`src/rtl/morph_pkg.sv`:
```
// Shared constants for the morphology front end: FSM state encoding, mode codes and the
// default flush-row pixel value.
package morph_pkg;

    localparam logic [1:0] ST_IDLE   = 2'd0;
    localparam logic [1:0] ST_ACTIVE = 2'd1;
    localparam logic [1:0] ST_FLUSH  = 2'd2;
    localparam logic [1:0] ST_DRAIN  = 2'd3;

    localparam logic [1:0] MODE_ERODE  = 2'd0;
    localparam logic [1:0] MODE_DILATE = 2'd1;
    localparam logic [1:0] MODE_BYPASS = 2'd2;
    localparam logic [1:0] MODE_RSVD   = 2'd3;

    localparam logic [7:0] PAD_VAL_DEF = 8'h00;

    // The reserved code behaves as bypass downstream, so it is folded here once.
    function automatic logic [1:0] sanitize_mode(input logic [1:0] mode);
        return (mode == MODE_RSVD) ? MODE_BYPASS : mode;
    endfunction

endpackage

```
`src/rtl/morph_frame_ctrl_if.sv`:
```
// Pixel/config bundle between the threshold stage, the frame sequencer and the 3x3 window.
// drop_cnt exists only when MORPH_DROP_CNT_EN is defined.
interface morph_frame_ctrl_if #(
    parameter int COL_W = 11,
    parameter int ROW_W = 10
);
    logic             cfg_en;
    logic [1:0]       cfg_mode;
    logic             in_de;
    logic [7:0]       in_data;
    logic             win_de;
    logic [7:0]       win_data;
    logic [1:0]       mode_q;
    logic [COL_W-1:0] col_q;
    logic [ROW_W-1:0] row_q;
    logic             frame_busy;
    logic             frame_done;
    logic             frame_err;
`ifdef MORPH_DROP_CNT_EN
    logic [15:0]      drop_cnt;
`endif

    modport master (
        output cfg_en, cfg_mode, in_de, in_data,
`ifdef MORPH_DROP_CNT_EN
        input  drop_cnt,
`endif
        input  win_de, win_data, mode_q, col_q, row_q, frame_busy, frame_done, frame_err
    );

    modport slave (
        input  cfg_en, cfg_mode, in_de, in_data,
`ifdef MORPH_DROP_CNT_EN
        output drop_cnt,
`endif
        output win_de, win_data, mode_q, col_q, row_q, frame_busy, frame_done, frame_err
    );

endinterface

```
`src/rtl/morph_pos_cnt.sv`:
```
// Column/row position counter; the row stops at U_ROW (the flush row) and never wraps past it.
module morph_pos_cnt #(
    parameter int U_COL = 1280,
    parameter int U_ROW = 720,
    parameter int COL_W = $clog2(U_COL),
    parameter int ROW_W = $clog2(U_ROW + 1)
) (
    input  logic             clk,
    input  logic             rst_n,
    input  logic             clr_i,
    input  logic             inc_i,
    output logic [COL_W-1:0] col_o,
    output logic [ROW_W-1:0] row_o,
    output logic             col_nxt_wrap_o,
    output logic             row_last_o,
    output logic             row_pad_o
);
    localparam logic [COL_W-1:0] COL_MAX = COL_W'(U_COL - 1);
    localparam logic [COL_W-1:0] COL_PEN = COL_W'(U_COL - 2);
    localparam logic [ROW_W-1:0] ROW_LST = ROW_W'(U_ROW - 1);
    localparam logic [ROW_W-1:0] ROW_PAD = ROW_W'(U_ROW);

    logic [COL_W-1:0] col_q, col_d;
    logic [ROW_W-1:0] row_q, row_d;

    always_comb begin
        col_d = col_q;
        row_d = row_q;
        if (clr_i) begin
            col_d = '0;
            row_d = '0;
        end else if (inc_i) begin
            if (col_q == COL_MAX) begin
                col_d = '0;
                if (row_q != ROW_PAD) row_d = row_q + ROW_W'(1);
            end else begin
                col_d = col_q + COL_W'(1);
            end
        end
    end

    always_ff @(posedge clk or negedge rst_n) begin
        if (!rst_n) begin
            col_q <= '0;
            row_q <= '0;
        end else begin
            col_q <= col_d;
            row_q <= row_d;
        end
    end

    // Flag that the next increment lands on the last column of a row.
    assign col_nxt_wrap_o = (col_q == COL_PEN);
    assign row_last_o     = (row_q == ROW_LST);
    assign row_pad_o      = (row_q == ROW_PAD);
    assign col_o          = col_q;
    assign row_o          = row_q;

endmodule

```
`src/rtl/morph_frame_ctrl.sv`:
```
// Frame sequencer ahead of the 3x3 morphology window: forwards pixels, appends a flush row,
// waits for the pipeline to drain. MORPH_DROP_CNT_EN adds a saturating dropped-pixel count.
module morph_frame_ctrl
    import morph_pkg::*;
#(
    parameter int         U_COL     = 1280,
    parameter int         U_ROW     = 720,
    parameter int         DRAIN_CYC = 3,
    parameter logic [7:0] PAD_VAL   = PAD_VAL_DEF
) (
    input  logic             clk,
    input  logic             rst_n,
    morph_frame_ctrl_if.slave bus
);
    localparam int COL_W = $clog2(U_COL);
    localparam int ROW_W = $clog2(U_ROW + 1);
    localparam int DRN_W = (DRAIN_CYC > 1) ? $clog2(DRAIN_CYC) : 1;
    localparam logic [DRN_W-1:0] DRN_LAST = DRN_W'(DRAIN_CYC - 1);

    logic [1:0]       state_q, state_d;
    logic             win_de_q, win_de_d;
    logic [7:0]       win_data_q, win_data_d;
    logic [1:0]       mode_q, mode_d;
    logic             busy_q, busy_d;
    logic             done_q, done_d;
    logic             err_q, err_d;
    logic [DRN_W-1:0] drn_q, drn_d;
    logic             cnt_clr, cnt_inc, drop_hit;
    logic             col_nxt_wrap, row_last, row_pad;
    logic [COL_W-1:0] col;
    logic [ROW_W-1:0] row;

    morph_pos_cnt #(
        .U_COL(U_COL), .U_ROW(U_ROW), .COL_W(COL_W), .ROW_W(ROW_W)
    ) u_pos (
        .clk(clk), .rst_n(rst_n), .clr_i(cnt_clr), .inc_i(cnt_inc),
        .col_o(col), .row_o(row),
        .col_nxt_wrap_o(col_nxt_wrap), .row_last_o(row_last), .row_pad_o(row_pad)
    );

    // Counter holds the coordinate of the pixel currently on win_*, so the exit tests look
    // one position ahead of the pixel being accepted this cycle.
    always_comb begin
        state_d    = state_q;
        win_de_d   = 1'b0;
        win_data_d = win_data_q;
        mode_d     = mode_q;
        busy_d     = busy_q;
        done_d     = 1'b0;
        err_d      = err_q;
        drn_d      = drn_q;
        cnt_clr    = 1'b0;
        cnt_inc    = 1'b0;
        drop_hit   = 1'b0;
        case (state_q)
            ST_IDLE: begin
                if (bus.in_de && bus.cfg_en) begin
                    win_de_d   = 1'b1;
                    win_data_d = bus.in_data;
                    mode_d     = sanitize_mode(bus.cfg_mode);
                    busy_d     = 1'b1;
                    err_d      = 1'b0;
                    cnt_clr    = 1'b1;
                    state_d    = ST_ACTIVE;
                end
            end
            ST_ACTIVE: begin
                if (bus.in_de) begin
                    win_de_d   = 1'b1;
                    win_data_d = bus.in_data;
                    cnt_inc    = 1'b1;
                    if (col_nxt_wrap && row_last) state_d = ST_FLUSH;
                end
            end
            ST_FLUSH: begin
                win_de_d   = 1'b1;
                win_data_d = PAD_VAL;
                cnt_inc    = 1'b1;
                drop_hit   = bus.in_de;
                if (col_nxt_wrap && row_pad) begin
                    drn_d   = '0;
                    state_d = ST_DRAIN;
                end
            end
            ST_DRAIN: begin
                drop_hit = bus.in_de;
                if (drn_q == DRN_LAST) begin
                    done_d  = 1'b1;
                    busy_d  = 1'b0;
                    cnt_clr = 1'b1;
                    state_d = ST_IDLE;
                end else begin
                    drn_d = drn_q + DRN_W'(1);
                end
            end
            default: state_d = ST_IDLE;
        endcase
        if (drop_hit) err_d = 1'b1;
    end

    always_ff @(posedge clk or negedge rst_n) begin
        if (!rst_n) begin
            state_q    <= ST_IDLE;
            win_de_q   <= 1'b0;
            win_data_q <= 8'h00;
            mode_q     <= 2'b00;
            busy_q     <= 1'b0;
            done_q     <= 1'b0;
            err_q      <= 1'b0;
            drn_q      <= '0;
        end else begin
            state_q    <= state_d;
            win_de_q   <= win_de_d;
            win_data_q <= win_data_d;
            mode_q     <= mode_d;
            busy_q     <= busy_d;
            done_q     <= done_d;
            err_q      <= err_d;
            drn_q      <= drn_d;
        end
    end

`ifdef MORPH_DROP_CNT_EN
    logic [15:0] drop_q, drop_d;

    always_comb begin
        drop_d = drop_q;
        if (state_q == ST_IDLE && bus.in_de && bus.cfg_en) drop_d = '0;
        else if (drop_hit && drop_q != 16'hFFFF)           drop_d = drop_q + 16'd1;
    end

    always_ff @(posedge clk or negedge rst_n) begin
        if (!rst_n) drop_q <= '0;
        else        drop_q <= drop_d;
    end

    assign bus.drop_cnt = drop_q;
`endif

    assign bus.win_de     = win_de_q;
    assign bus.win_data   = win_data_q;
    assign bus.mode_q     = mode_q;
    assign bus.col_q      = col;
    assign bus.row_q      = row;
    assign bus.frame_busy = busy_q;
    assign bus.frame_done = done_q;
    assign bus.frame_err  = err_q;

endmodule

```
`src/flat_wrapper.sv`:
```
// flat-port wrapper written by rule: the top's interface ports become plain ports
module morph_frame_ctrl_flat import morph_pkg::*;
#(
    parameter int         U_COL     = 1280,
    parameter int         U_ROW     = 720,
    parameter int         DRAIN_CYC = 3,
    parameter logic [7:0] PAD_VAL   = PAD_VAL_DEF
)
  (clk, rst_n, bus_cfg_en, bus_cfg_mode, bus_in_de, bus_in_data, bus_win_de, bus_win_data, bus_mode_q, bus_col_q, bus_row_q, bus_frame_busy, bus_frame_done, bus_frame_err);
  morph_frame_ctrl_if #(.COL_W($clog2(U_COL)), .ROW_W($clog2(U_ROW + 1))) bus_i ();
  input  logic clk;
  input  logic rst_n;
  input wire logic [$bits(bus_i.cfg_en)-1:0] bus_cfg_en;
  input wire logic [$bits(bus_i.cfg_mode)-1:0] bus_cfg_mode;
  input wire logic [$bits(bus_i.in_de)-1:0] bus_in_de;
  input wire logic [$bits(bus_i.in_data)-1:0] bus_in_data;
  output wire logic [$bits(bus_i.win_de)-1:0] bus_win_de;
  output wire logic [$bits(bus_i.win_data)-1:0] bus_win_data;
  output wire logic [$bits(bus_i.mode_q)-1:0] bus_mode_q;
  output wire logic [$bits(bus_i.col_q)-1:0] bus_col_q;
  output wire logic [$bits(bus_i.row_q)-1:0] bus_row_q;
  output wire logic [$bits(bus_i.frame_busy)-1:0] bus_frame_busy;
  output wire logic [$bits(bus_i.frame_done)-1:0] bus_frame_done;
  output wire logic [$bits(bus_i.frame_err)-1:0] bus_frame_err;
  assign bus_i.cfg_en = bus_cfg_en;
  assign bus_i.cfg_mode = bus_cfg_mode;
  assign bus_i.in_de = bus_in_de;
  assign bus_i.in_data = bus_in_data;
  assign bus_win_de = bus_i.win_de;
  assign bus_win_data = bus_i.win_data;
  assign bus_mode_q = bus_i.mode_q;
  assign bus_col_q = bus_i.col_q;
  assign bus_row_q = bus_i.row_q;
  assign bus_frame_busy = bus_i.frame_busy;
  assign bus_frame_done = bus_i.frame_done;
  assign bus_frame_err = bus_i.frame_err;
  morph_frame_ctrl #(.U_COL(U_COL), .U_ROW(U_ROW), .DRAIN_CYC(DRAIN_CYC), .PAD_VAL(PAD_VAL)) u_core (.clk(clk), .rst_n(rst_n), .bus(bus_i));
endmodule
```
`config.mk`:
```
export PLATFORM = sky130hd
export DESIGN_NAME = morph_frame_ctrl_flat
export DESIGN_NICKNAME = d
export VERILOG_FILES = /design/src/rtl/morph_pkg.sv /design/src/rtl/morph_frame_ctrl_if.sv /design/src/rtl/morph_pos_cnt.sv /design/src/rtl/morph_frame_ctrl.sv /design/src/flat_wrapper.sv
export SDC_FILE = /design/constraint.sdc
export NUM_CORES = 1
export LEC_CHECK = 0
export ABC_AREA = 1
export CAP_MARGIN = 20
export CORE_UTILIZATION = 55
export CTS_CLUSTER_SIZE = 28
export DETAILED_ROUTE_END_ITERATION = 10
export HOLD_SLACK_MARGIN = 0.05
export PLACE_DENSITY = 0.82
export SETUP_SLACK_MARGIN = 0.02
export SYNTH_ARGS = -nofsm -noshare
export SYNTH_HDL_FRONTEND = slang
export SYNTH_HIERARCHICAL = 1
export SYNTH_SLANG_ARGS = --single-unit
export TNS_END_PERCENT = 20
```
`constraint.sdc`:
```
create_clock -name clk -period 4.1 [get_ports clk]
set_clock_uncertainty 0.2 [all_clocks]
set_input_delay 0.82 -clock clk [delete_from_list [all_inputs] [get_ports clk]]
set_output_delay 0.82 -clock clk [all_outputs]
set_load 0.01 [all_outputs]
```
; ---- Yosys cells after proc, flatten, opt, wreduce, memory -nomap -nowiden
; Index checks and enable logic that the tools add are counted.
[totals]
reg_bits = 39
input_bits = 14
output_inout_bits = 35
wordCells = 83
[op_classes]
addsub = 3
eq_ne = 16
n_mux = 34
reduce_logical = 20
[ops]
columns = operator, n
row1 = $mux 10, 4
row2 = $mux 11, 3
row3 = $pmux 8 s3, 1
row4 = $eq 11x11->1 const B, 2
row5 = $eq 10x10->1 const B, 2
row6 = $mux 2, 8
row7 = $mux 8, 2
row8 = $reduce_bool 2->1, 7
row9 = $reduce_and 3->1, 4
row10 = $add 11x1->11 const B, 1
row11 = $add 10x1->10 const B, 1
row12 = $mux 1, 10
row13 = $ne 10x10->1 const B, 1
row14 = $eq 2x2->1 const B, 4
row15 = $ne 2x1->1 const B, 4
row16 = $pmux 2 s4, 1
row17 = $pmux 1 s2, 3
row18 = $reduce_and 5->1, 1
row19 = $ne 2x2->1 const B, 2
row20 = $pmux 2 s2, 1
row21 = $reduce_and 2->1, 2
row22 = $logic_and 1x1->1, 3
row23 = $pmux 1 s3, 1
row24 = $reduce_bool 3->1, 1
row25 = other kinds (4), 4

; ---- Longest topological paths before layout
; Gate-level depths: netlist (run 1).
[logic_depth]
depth_word = 5
depth_mapped = 11
depth_no_buf = 11

; ---- Cells and area by module
; The synthesis (run 1) kept the hierarchy.
[modules_own_cells]
columns = mod, n_inst, cells_each, area_each_um2
row1 = morph_pos_cnt, 1, 205, 1393.8
row2 = morph_frame_ctrl, 1, 109, 949.7

; ---- Least setup slack after synthesis (run 1)
; Ideal clock, no wire load.
[synth_path]
kind = input port to flip-flop
startpoint = input port bus_in_de
endpoint = register u_core.u_pos.row_q[2], in the netlist u_core/u_pos/row_o[2]
arrival_time_ps = 2003
t_required_ps = 3835
setup_slack_ps = 1832
stages = 7
n_path_buf = 1
path_cell_list = nand3_1 > a21oi_1 > clkbuf_1 > nor2_1 > nor2_4 > nand2_1 > nand2_1
[synth_via]
elab_chain_cells = 5
[synth_rtl]
columns = element, line_no
row1 = start: declaration, flat_wrapper.sv:15  ; input wire logic [$bits(bus_i.in_de)-1:0] bus_in_de;
row2 = $logic_and 1x1->1 (*), morph_frame_ctrl.sv:57  ; if (bus.in_de && bus.cfg_en) begin
row3 = $mux 1 (*), morph_frame_ctrl.sv:57
row4 = $pmux 1 s2 (*), morph_frame_ctrl.sv:55  ; case (state_q)
row5 = named net u_core.cnt_clr, morph_frame_ctrl.sv:28  ; logic cnt_clr, cnt_inc, drop_hit;
row6 = $reduce_bool 2->1 (no source line), --
row7 = $reduce_and 3->1 (no source line), --
row8 = end signal: assignment, morph_pos_cnt.sv:48  ; row_q <= row_d;
row9 = end: declaration, morph_pos_cnt.sv:24  ; logic [ROW_W-1:0] row_q, row_d;
; Mark *: on every way through the listed nets, which the timed path passes. The rest lies on a longest branch.
; A chain may end at the register's enable or synchronous reset.

; ---- Final worst setup path (run 1)
[layout_path]
startpoint = input port bus_in_de
endpoint = register u_core.u_pos.row_q[9], in the netlist u_core/u_pos/row_o[9]
; The elaborated chain is that of the path after synthesis.

==> results of run 1 <==
## report_power, final
part / switching [mW] / internal [mW] / leakage, nW
Combinational: 0.446 / 0.339 / 0.901
Clock: 0.136 / 0.154 / 0.0515
Sequential: 0.0765 / 0.488 / 0.513
Total: 0.658 / 0.981 / 1.47
## registers in the layout (all words and copies together) (netlist names)
signal                 count
u_core/u_pos/col_o        11
u_core/u_pos/row_o        10
u_core/bus.win_data        8
u_core/bus.mode_q          2
u_core/drn_q               2
u_core/state_q             2
u_core/bus.frame_busy      1
u_core/bus.frame_done      1
u_core/bus.frame_err       1
u_core/bus.win_de          1
## logic make-up (layout without fill, tap and decap cells)
kind of cell / after synthesis / in the layout / synth area share
AO/OA/AOI/OAI: 29 / 29 / 0.0796
flip-flops: 39 / 39 / 0.416
buffers and inverters: 43 / 98 / 0.0731
adder cells (fa/ha/maj): 11 / 11 / 0.0587
AND/OR/NAND/NOR: 188 / 188 / 0.357
XOR/XNOR: 4 / 4 / 0.0150
## worst max path at each step
stage	endpoint	cells after the start	slack [ps]	start
global route	u_core/u_pos/row_o[6]	9	1320	bus_in_de
global placement	u_core/u_pos/col_o[5]	9	1260	bus_in_de
floorplan	u_core/u_pos/row_o[2]	7	1830	bus_in_de
detailed placement	u_core/u_pos/col_o[5]	9	1190	bus_in_de
finish	u_core/u_pos/row_o[9]	9	1470	bus_in_de
CTS	u_core/u_pos/col_o[5]	9	1510	bus_in_de
## metrics by stage
stage          instance area, sq um  hold slack [ps]  setup slack, ps
6_report                       2970              281             1470
5_1_grt                        2970              304             1320
4_1_cts                        2970              285             1510
3_5_place_dp                   2870              270             1190
3_3_place_gp                   2870              266             1260
2_1_floorplan                  2340              253             1830
## final cells by class
type,instances,area (sq um)
multi-input cells,232,1200
repair buffers,49,483
fillers,352,1080
clock buffers,8,100
flip-flops and latches,39,976
inverters,41,156
well taps,50,62.6
## critical path, cell delays in order
cell and delay [ps]:
clkdlybuf4s50_1 540, nand3_1 200, a21oi_1 190, buf_4 210, inv_1 120, nand4_1 130, nand3_2 220, nand2_1 130
nand2_1 60
## layout by cell type, fill, tap and decap left out
cell             Yosys  final
a21oi_1              6      6
a31oi_1              1      1
buf_2                0      1
buf_4                0      1
clkbuf_1             1      1
clkbuf_8             0      7
clkdlybuf4s50_1      0     47
dfrtp_1             39     39
ha_1                11     11
inv_1               38     38
inv_2                2      2
inv_4                1      1
nand2_1            112    112
nand2_2              4      4
nand2_4              2      2
nand3_1             16     16
nand3_2              2      2
nand3b_1             1      1
nand3b_4             1      1
nand4_1              2      2
nor2_1              34     34
nor2_4               4      4
nor3_1               5      5
nor4_1               3      3
o21ai_0             10     10
o21ai_2              8      8
o21bai_1             4      4
or2_2                2      2
xnor2_1              1      1
xor2_1               3      3
## routing by layer
metal  vias up  share of wire
li1       1086              -
met1       976           0.45
met2        57           0.48
met3         8          0.049
met4         0          0.015
met5         -              0
==> results_dict.tcl, run 1 <==
set metrics [dict create \
    dpl.hpwl_um 3620 \
    timing.rr.start "u_core/state_q[0]" \
    grt_start_max_net_pins 40 \
    hold_buffers 0 \
    drc 0 \
    cts_tree "built" \
    yosys-top-cells-area "dfrtp_1, nand2_1, inv_1" \
    tightest_slew_ps 870 \
    worstRegToRegCells 10 \
    cts-buffers-inserted 5 \
    clockRootBuffer "clkbuf_8" \
    synthTopCellsByCount "nand2_1, dfrtp_1, inv_1" \
    final_cells 419 \
    avgSynthCellArea_sq_um 7.46 \
    hp-class "reg2reg" \
    gr-total-overflow 0 \
    synth_top_area_frac 0.416 \
    synth_nets 339 \
    grt_util_met3 0.0726 \
    critPathLaunchType "primary input" \
    path_clk_slew_ps 80 \
    rows 23 \
    wl_per_cell_um 11.9 \
    crit_type "in2reg" \
    clkLatencyLatePin_ps 300 \
    p_per_area_mw_per_mm2 551 \
    viasPerCell 5.08 \
    synth_ff_type "dfrtp_1" \
    cts.sinks 39 \
    area_growth_pct 26.9 \
    yosysTopAreaCell "dfrtp_1" \
    portBuffers 48 \
    whs_endpoint "u_core/bus.win_data[7]" \
    syn_inst 314 \
    whs_path_depth 2 \
    cp_data_arrival_time_ps 2630 \
    synth-edff-count 0 \
    antenna_cells 0 \
    cts_resized 0 \
    die_w_um 67.3 \
    cts_max_level 2 \
    rsz0062_at_grt "false" \
    cts_setup_buffers 0 \
    synth_cell_types 27 \
    core_sq_mm 0.00406 \
    antenna_left 0 \
    max_cap_viol_count 0 \
    finalHoldViolCount 0 \
    endpoint_kind "flop" \
    synth-seq-cells 39 \
    busiest_layer "met2" \
    placed_cells 411 \
    ys_async_sr_fraction 1.00 \
    slew_viol_final 0 \
    tns_ps 0 \
    synth.most_common_cell "nand2_1" \
    floorplan.initialDensity 0.578 \
    setup_viol 0 \
    finalCritPeriodShare 0.642 \
    dieHeight_um 67.3 \
    wirelength_um 4970 \
    grt_pass1_wl_um 8440 \
    ff2ff_setup_slack_ps 1770 \
    max_slew_margin 0.420 \
    worst-path-max-fanout 12 \
    firstDrtPassIters 4 \
    io_pins 49 \
    grt_use_met2 0.420 \
    grt_antenna_before_repair 0 \
    seq_area_frac_synth 0.416 \
    fin_util 0.733 \
    status "finished, final reports clean" \
    vdd_ir_drop_max_v 0.000424 \
    grt_pass1_vias 2019 \
    dr_total_vias 2127 \
    total_leakage_power_nw 1.47 \
    dieArea_sq_mm 0.00453 \
    grtUsageMet1 0.301 \
    ys_warn_count 6 \
    track_usage 0.252 \
    drive_above_1_share 0.0949 \
    power_mw 1.64 \
    fin_crit_ps 2630 \
    drt_iter0_markers 131 \
    reg2reg_to "u_core/u_pos/col_o[5]" \
    syn_area_sq_mm 0.00234 \
    fmax_mhz 380 \
    clockBufferDepth 2 \
    nets 393 \
    gp_congestion 0.842 \
    worstHoldStart "u_core/bus.win_data[7]" \
    worst_ep_required_time_ps 4090 \
]
(Power assumes the default switching activity.)
==> run 2, diff against run 1 <==
--- a/config.mk
+++ b/config.mk
@@ -7,11 +7,11 @@
 export LEC_CHECK = 0
 export ABC_AREA = 1
 export CAP_MARGIN = 20
-export CORE_UTILIZATION = 55
+export CORE_UTILIZATION = 51
 export CTS_CLUSTER_SIZE = 28
 export DETAILED_ROUTE_END_ITERATION = 10
 export HOLD_SLACK_MARGIN = 0.05
-export PLACE_DENSITY = 0.82
+export PLACE_DENSITY = 0.77
 export SETUP_SLACK_MARGIN = 0.02
 export SYNTH_ARGS = -nofsm -noshare
 export SYNTH_HDL_FRONTEND = slang
==> constraint.sdc (replaced) <==
create_clock -name clk -period 2.75 [get_ports clk]
set_clock_uncertainty 0.2 [all_clocks]
set_input_delay 0.55 -clock clk [delete_from_list [all_inputs] [get_ports clk]]
set_output_delay 0.55 -clock clk [all_outputs]
set_load 0.01 [all_outputs]
==> run 2 against run 1 <==
Net effect: critical path depth stayed put; via count shrank 0.56%; hold slack worse by 120 ps; core utilization shrank 4.8 points; routed wire length rose by 0.22%.
==> results_dict.tcl, run 2 (same netlist as run 1, synthesis figures left out) <==
set metrics [dict create \
    grt_start_max_net_pins 40 \
    wirelength_um 4980 \
    clkLatencyLatePin_ps 300 \
    firstDrtPassIters 4 \
    worst_ep_required_time_ps 2740 \
    path_clk_slew_ps 80 \
    finalHoldViolCount 0 \
    dieHeight_um 69.8 \
    largest_reg_flops 11 \
    vdd_ir_drop_max_v 0.000528 \
    drt_iter0_markers 164 \
    cts_tree "built" \
    tns_ps 0 \
    final_cells 422 \
    seq_area_sq_um 976 \
    core_sq_mm 0.00438 \
    status "finished, final reports clean" \
    max_cap_viol_count 0 \
    crit_type "reg2reg" \
    ff2ff_setup_slack_ps 430 \
    rsz0062_at_grt "false" \
    placed_cells 414 \
    dpl.hpwl_um 3560 \
    multiInputGateArea_sq_mm 0.00120 \
    track_usage 0.228 \
    floorplan.initialDensity 0.535 \
    antenna_cells 0 \
    dieArea_sq_mm 0.00487 \
    io_pins 49 \
    cts.sinks 39 \
    cts_max_level 2 \
    cts-buffers-inserted 5 \
    p_per_area_mw_per_mm2 838 \
    clockRootBuffer "clkbuf_8" \
    mostFrequentLayoutCells "nand2_1, clkdlybuf4s50_1, dfrtp_1" \
    grt_pass1_wl_um 8950 \
    wl_per_cell_um 11.8 \
    grt_antenna_before_repair 0 \
    finalCritPeriodShare 0.843 \
    clockBufferDepth 2 \
    total_leakage_power_nw 1.48 \
    tightest_slew_ps 873 \
    fin_crit_ps 2320 \
    rows 24 \
    area_growth_pct 28.1 \
    viasPerCell 5.01 \
    endpoint_kind "flop" \
    antenna_left 0 \
    slew_viol_final 0 \
    die_w_um 69.8 \
    max_slew_margin 0.418 \
    hold_buffers 0 \
    worst-path-max-fanout 10 \
    portBuffers 48 \
    fill_cells 387 \
    final_common_cell "nand2_1" \
    grt_pass1_vias 2043 \
    gr-total-overflow 0 \
    gp_congestion 0.822 \
    drive_above_1_share 0.100 \
    cts_resized 0 \
    dr_total_vias 2115 \
    critPathLaunchType "flop" \
    setup_viol 0 \
    nets 394 \
    fmax_mhz 431 \
    cts_setup_buffers 0 \
    cp_data_arrival_time_ps 2310 \
    drc 0 \
    hp-class "in2async" \
]
run 2: changes by cell type in the layout (fill, tap and decap cells not counted), sizes merged:
cell    change
buf         +1
bufinv      +1
clkbuf      -2
clkinv      +1
run 2: cell type report:
| type | instances | share of cell area |
|---|---|---|
| Multi-Input combinational cell | 232 | 0.399 |
| Timing Repair Buffer | 50 | 0.163 |
| Sequential cell | 39 | 0.325 |
| Clock inverter | 2 | 0.0117 |
| Inverter | 41 | 0.0521 |
| Tap cell | 52 | 0.0217 |
| Clock buffer | 6 | 0.0275 |
run 2: worst paths after layout:
check,from,endpoint,cells past startpoint
min,rst_n,u_core/u_pos/col_o[3],1
min reg2reg,u_core/bus.frame_err,u_core/bus.frame_err,2
min in group clk,u_core/bus.frame_err,u_core/bus.frame_err,2
max,u_core/state_q[0],u_core/u_pos/row_o[8],9
max reg2reg,u_core/state_q[0],u_core/u_pos/row_o[8],9
max in group asynchronous,rst_n,u_core/bus.frame_err,1
run 2: stage by stage:
stage | worst slack (ps) | hold WS, ps | utilization | instance area (sq um) | power [mW]
2_1_floorplan | 592 | 54.4 | - | 2340 | 1.60
3_3_place_gp | 233 | 256 | 0.658 | 2880 | 1.99
3_5_place_dp | 132 | 258 | 0.658 | 2880 | 2.01
4_1_cts | 431 | 191 | 0.685 | 3000 | 2.54
5_1_grt | 234 | 237 | 0.685 | 3000 | 2.72
6_report | 430 | 164 | 0.685 | 3000 | 2.51
run 2: worst max-delay path: stages (launching register included):
cell,delay (ps)
dfrtp_1,430
inv_1,150
ha_1,240
nand3_1,110
a21oi_1,340
inv_1,200
nand4_1,170
nand3_2,200
nand2_1,110
nand2_1,60
run 2: power breakdown:
group	switching, mW	leakage, nW	internal [mW]
Sequential	0.120	0.513	0.727
Combinational	0.656	0.906	0.507
Clock	0.210	0.0612	0.294
run 2: routing by layer:
layer,share of wire,global-route usage,up-vias
met2,0.48,0.382,57
met4,0.0090,0.0778,0
li1,-,-,1086
met5,0,0,-
met1,0.47,0.292,968
met3,0.044,0.0480,4
==> run 3, diff against run 2 <==
==> constraint.sdc (replaced) <==
create_clock -name clk -period 2.4 [get_ports clk]
set_clock_uncertainty 0.2 [all_clocks]
set_input_delay 0.48 -clock clk [delete_from_list [all_inputs] [get_ports clk]]
set_output_delay 0.48 -clock clk [all_outputs]
set_load 0.01 [all_outputs]
==> run 3 against run 2 <==
Net effect: via count is essentially flat; total power grew 11%; routed wire length grew 1.8%; first-iteration DRC count shrank 31%; global-route usage grew 0.25 points; critical path type unchanged.
==> results_dict.tcl, run 3 (same netlist as run 1, synthesis figures left out) <==
set metrics [dict create \
    status "finished, final reports clean" \
    tightest_slew_ps 501 \
    fin_ws_ps 214 \
    setup_viol 0 \
    p_per_area_mw_per_mm2 928 \
    firstDrtPassIters 4 \
    switching_share 0.396 \
    multiInputGateArea_sq_mm 0.00120 \
    grt_start_max_net_pins 40 \
    viasPerCell 4.97 \
    ff2ff_setup_slack_ps 210 \
    max_cap_viol_count 0 \
    reg2reg_to "u_core/u_pos/row_o[1]" \
    grt_pass1_vias 2047 \
    cts_setup_buffers 0 \
    vdd_ir_drop_max_v 0.000677 \
    path_clk_slew_ps 80 \
    drc 0 \
    worst_ep_required_time_ps 2430 \
    pre_cts_slack_ps -4.07 \
    dieArea_sq_mm 0.00487 \
    rsz0062_at_grt "false" \
    fin_crit_ps 2190 \
    dieHeight_um 69.8 \
    crit_type "reg2reg" \
    stdcell_area_sq_mm 0.00301 \
    cp_num_buf_inv 3 \
    dpl.hpwl_um 3810 \
    max_slew_margin 0.666 \
    clockRootBuffer "clkbuf_8" \
    crit_chain "inv_1 -> ha_1 -> nand3_1 -> a21oi_1 -> buf_4 -> nor2_4 -> inv_4 -> nand2_4 -> nor2_4 -> nand2_1 -> nand2_1" \
    dr_total_vias 2114 \
    io_pins 49 \
    p_sw_mw 1.11 \
    endpoint_kind "flop" \
    cts_tree "built" \
    internal_power_mw 1.69 \
    gr-total-overflow 0 \
    gp_congestion 0.829 \
    hp-class "in2async" \
    fill_cells 401 \
    crit_path_start "u_core/state_q[1]" \
    finalHoldViolCount 0 \
    hold_buffers 0 \
    finalCritPeriodShare 0.911 \
    largest_reg_flops 11 \
    grt_pass1_wl_um 9090 \
    drive_above_1_share 0.105 \
    wl_per_cell_um 11.9 \
    timing.rr.start "u_core/state_q[1]" \
    drt_iter0_markers 113 \
    antenna_left 0 \
    placed_area_sq_mm 0.00291 \
    critPathLaunchType "flop" \
    power_mw 2.79 \
    nets 397 \
    fmax_mhz 458 \
    slew_viol_final 0 \
    final_common_cell "nand2_1" \
    cts_resized 0 \
    rows 24 \
    cp_data_arrival_time_ps 2210 \
    comb_power_share 0.477 \
    core_sq_mm 0.00438 \
    track_usage 0.230 \
    die_w_um 69.8 \
    cts-buffers-inserted 5 \
    antenna_cells 0 \
    floorplan.initialDensity 0.535 \
    wirelength_um 5070 \
    worstRegToRegCells 11 \
    tns_ps 0 \
    cp_slowest_cell "dfrtp_1" \
    clockBufferDepth 2 \
    cts.sinks 39 \
    max_stage_delay_ps 440 \
    seq_area_sq_um 976 \
    portBuffers 48 \
    seq_power_share 0.348 \
    grt_antenna_before_repair 0 \
    mostFrequentLayoutCells "nand2_1, clkdlybuf4s50_1, dfrtp_1" \
    area_growth_pct 28.3 \
    total_leakage_power_nw 1.49 \
    cts_max_level 2 \
    worst-path-max-fanout 10 \
    cp_top_family "simple AND/OR/NAND/NOR gates" \
    pwr-share-clk 0.175 \
    clkLatencyLatePin_ps 290 \
]
==> run 3: changes by cell type in the layout (fill, tap and decap cells not counted), sizes merged <==
cell,change
buf,+3
clkbuf,+2
bufinv,-1
clkinv,-1
==> run 3: worst max-delay path by stage <==
stage | endpoint | slack, ps | cells after the start
global route | u_core/u_pos/row_o[1] | 50 | 11
global placement | u_core/u_pos/col_o[5] | 60 | 9
CTS | u_core/u_pos/col_o[5] | 240 | 10
finish | u_core/u_pos/row_o[1] | 210 | 11
detailed placement | u_core/u_pos/row_o[1] | -4 | 10
floorplan | u_core/u_pos/row_o[2] | 240 | 9
==> run 3: cell type report <==
| type | count | area share |
|---|---|---|
| inverters | 41 | 0.0520 |
| well taps | 52 | 0.0216 |
| multi-input cells | 232 | 0.398 |
| repair buffers | 53 | 0.171 |
| clock buffers | 8 | 0.0333 |
| flip-flops and latches | 39 | 0.325 |
==> run 3: metal layers <==
metal	GRT usage	part of all wire	vias to the layer above	routed length (um)
li1	-	-	1091	-
met1	0.304	0.46	956	2320
met4	0.0533	0.011	0	55
met5	0	0	-	0
met2	0.389	0.49	60	2460
met3	0.0480	0.046	7	234
==> run 3: through the flow <==
step / util / hold slack (ps) / cells
floorplan: - / -15.6 / 314
global route: 0.686 / 82.1 / 425
CTS: 0.686 / 55.0 / 425
global placement: 0.663 / 258 / 417
detailed placement: 0.663 / 264 / 417
finish: 0.686 / 41.9 / 425
==> run 3: worst reg2reg max path, delay by kind of cell (launching register included) <==
kind            cells  cell delay [ps]
flops               1              440
fa+ha+maj           1              230
compound gates      1              190
simple gates        6              660
buf+inv             3              410
==> run 3: power by group through the flow <==
stage / registers [mW] / clock network, mW / logic, mW
4_1_cts: 0.974 / 0.511 / 1.34
5_1_grt: 1.00 / 0.534 / 1.49
6_report: 0.972 / 0.489 / 1.33
3_5_place_dp: 0.981 / 0 / 1.34
2_1_floorplan: 1.03 / 0 / 0.795
3_3_place_gp: 0.981 / 0 / 1.30
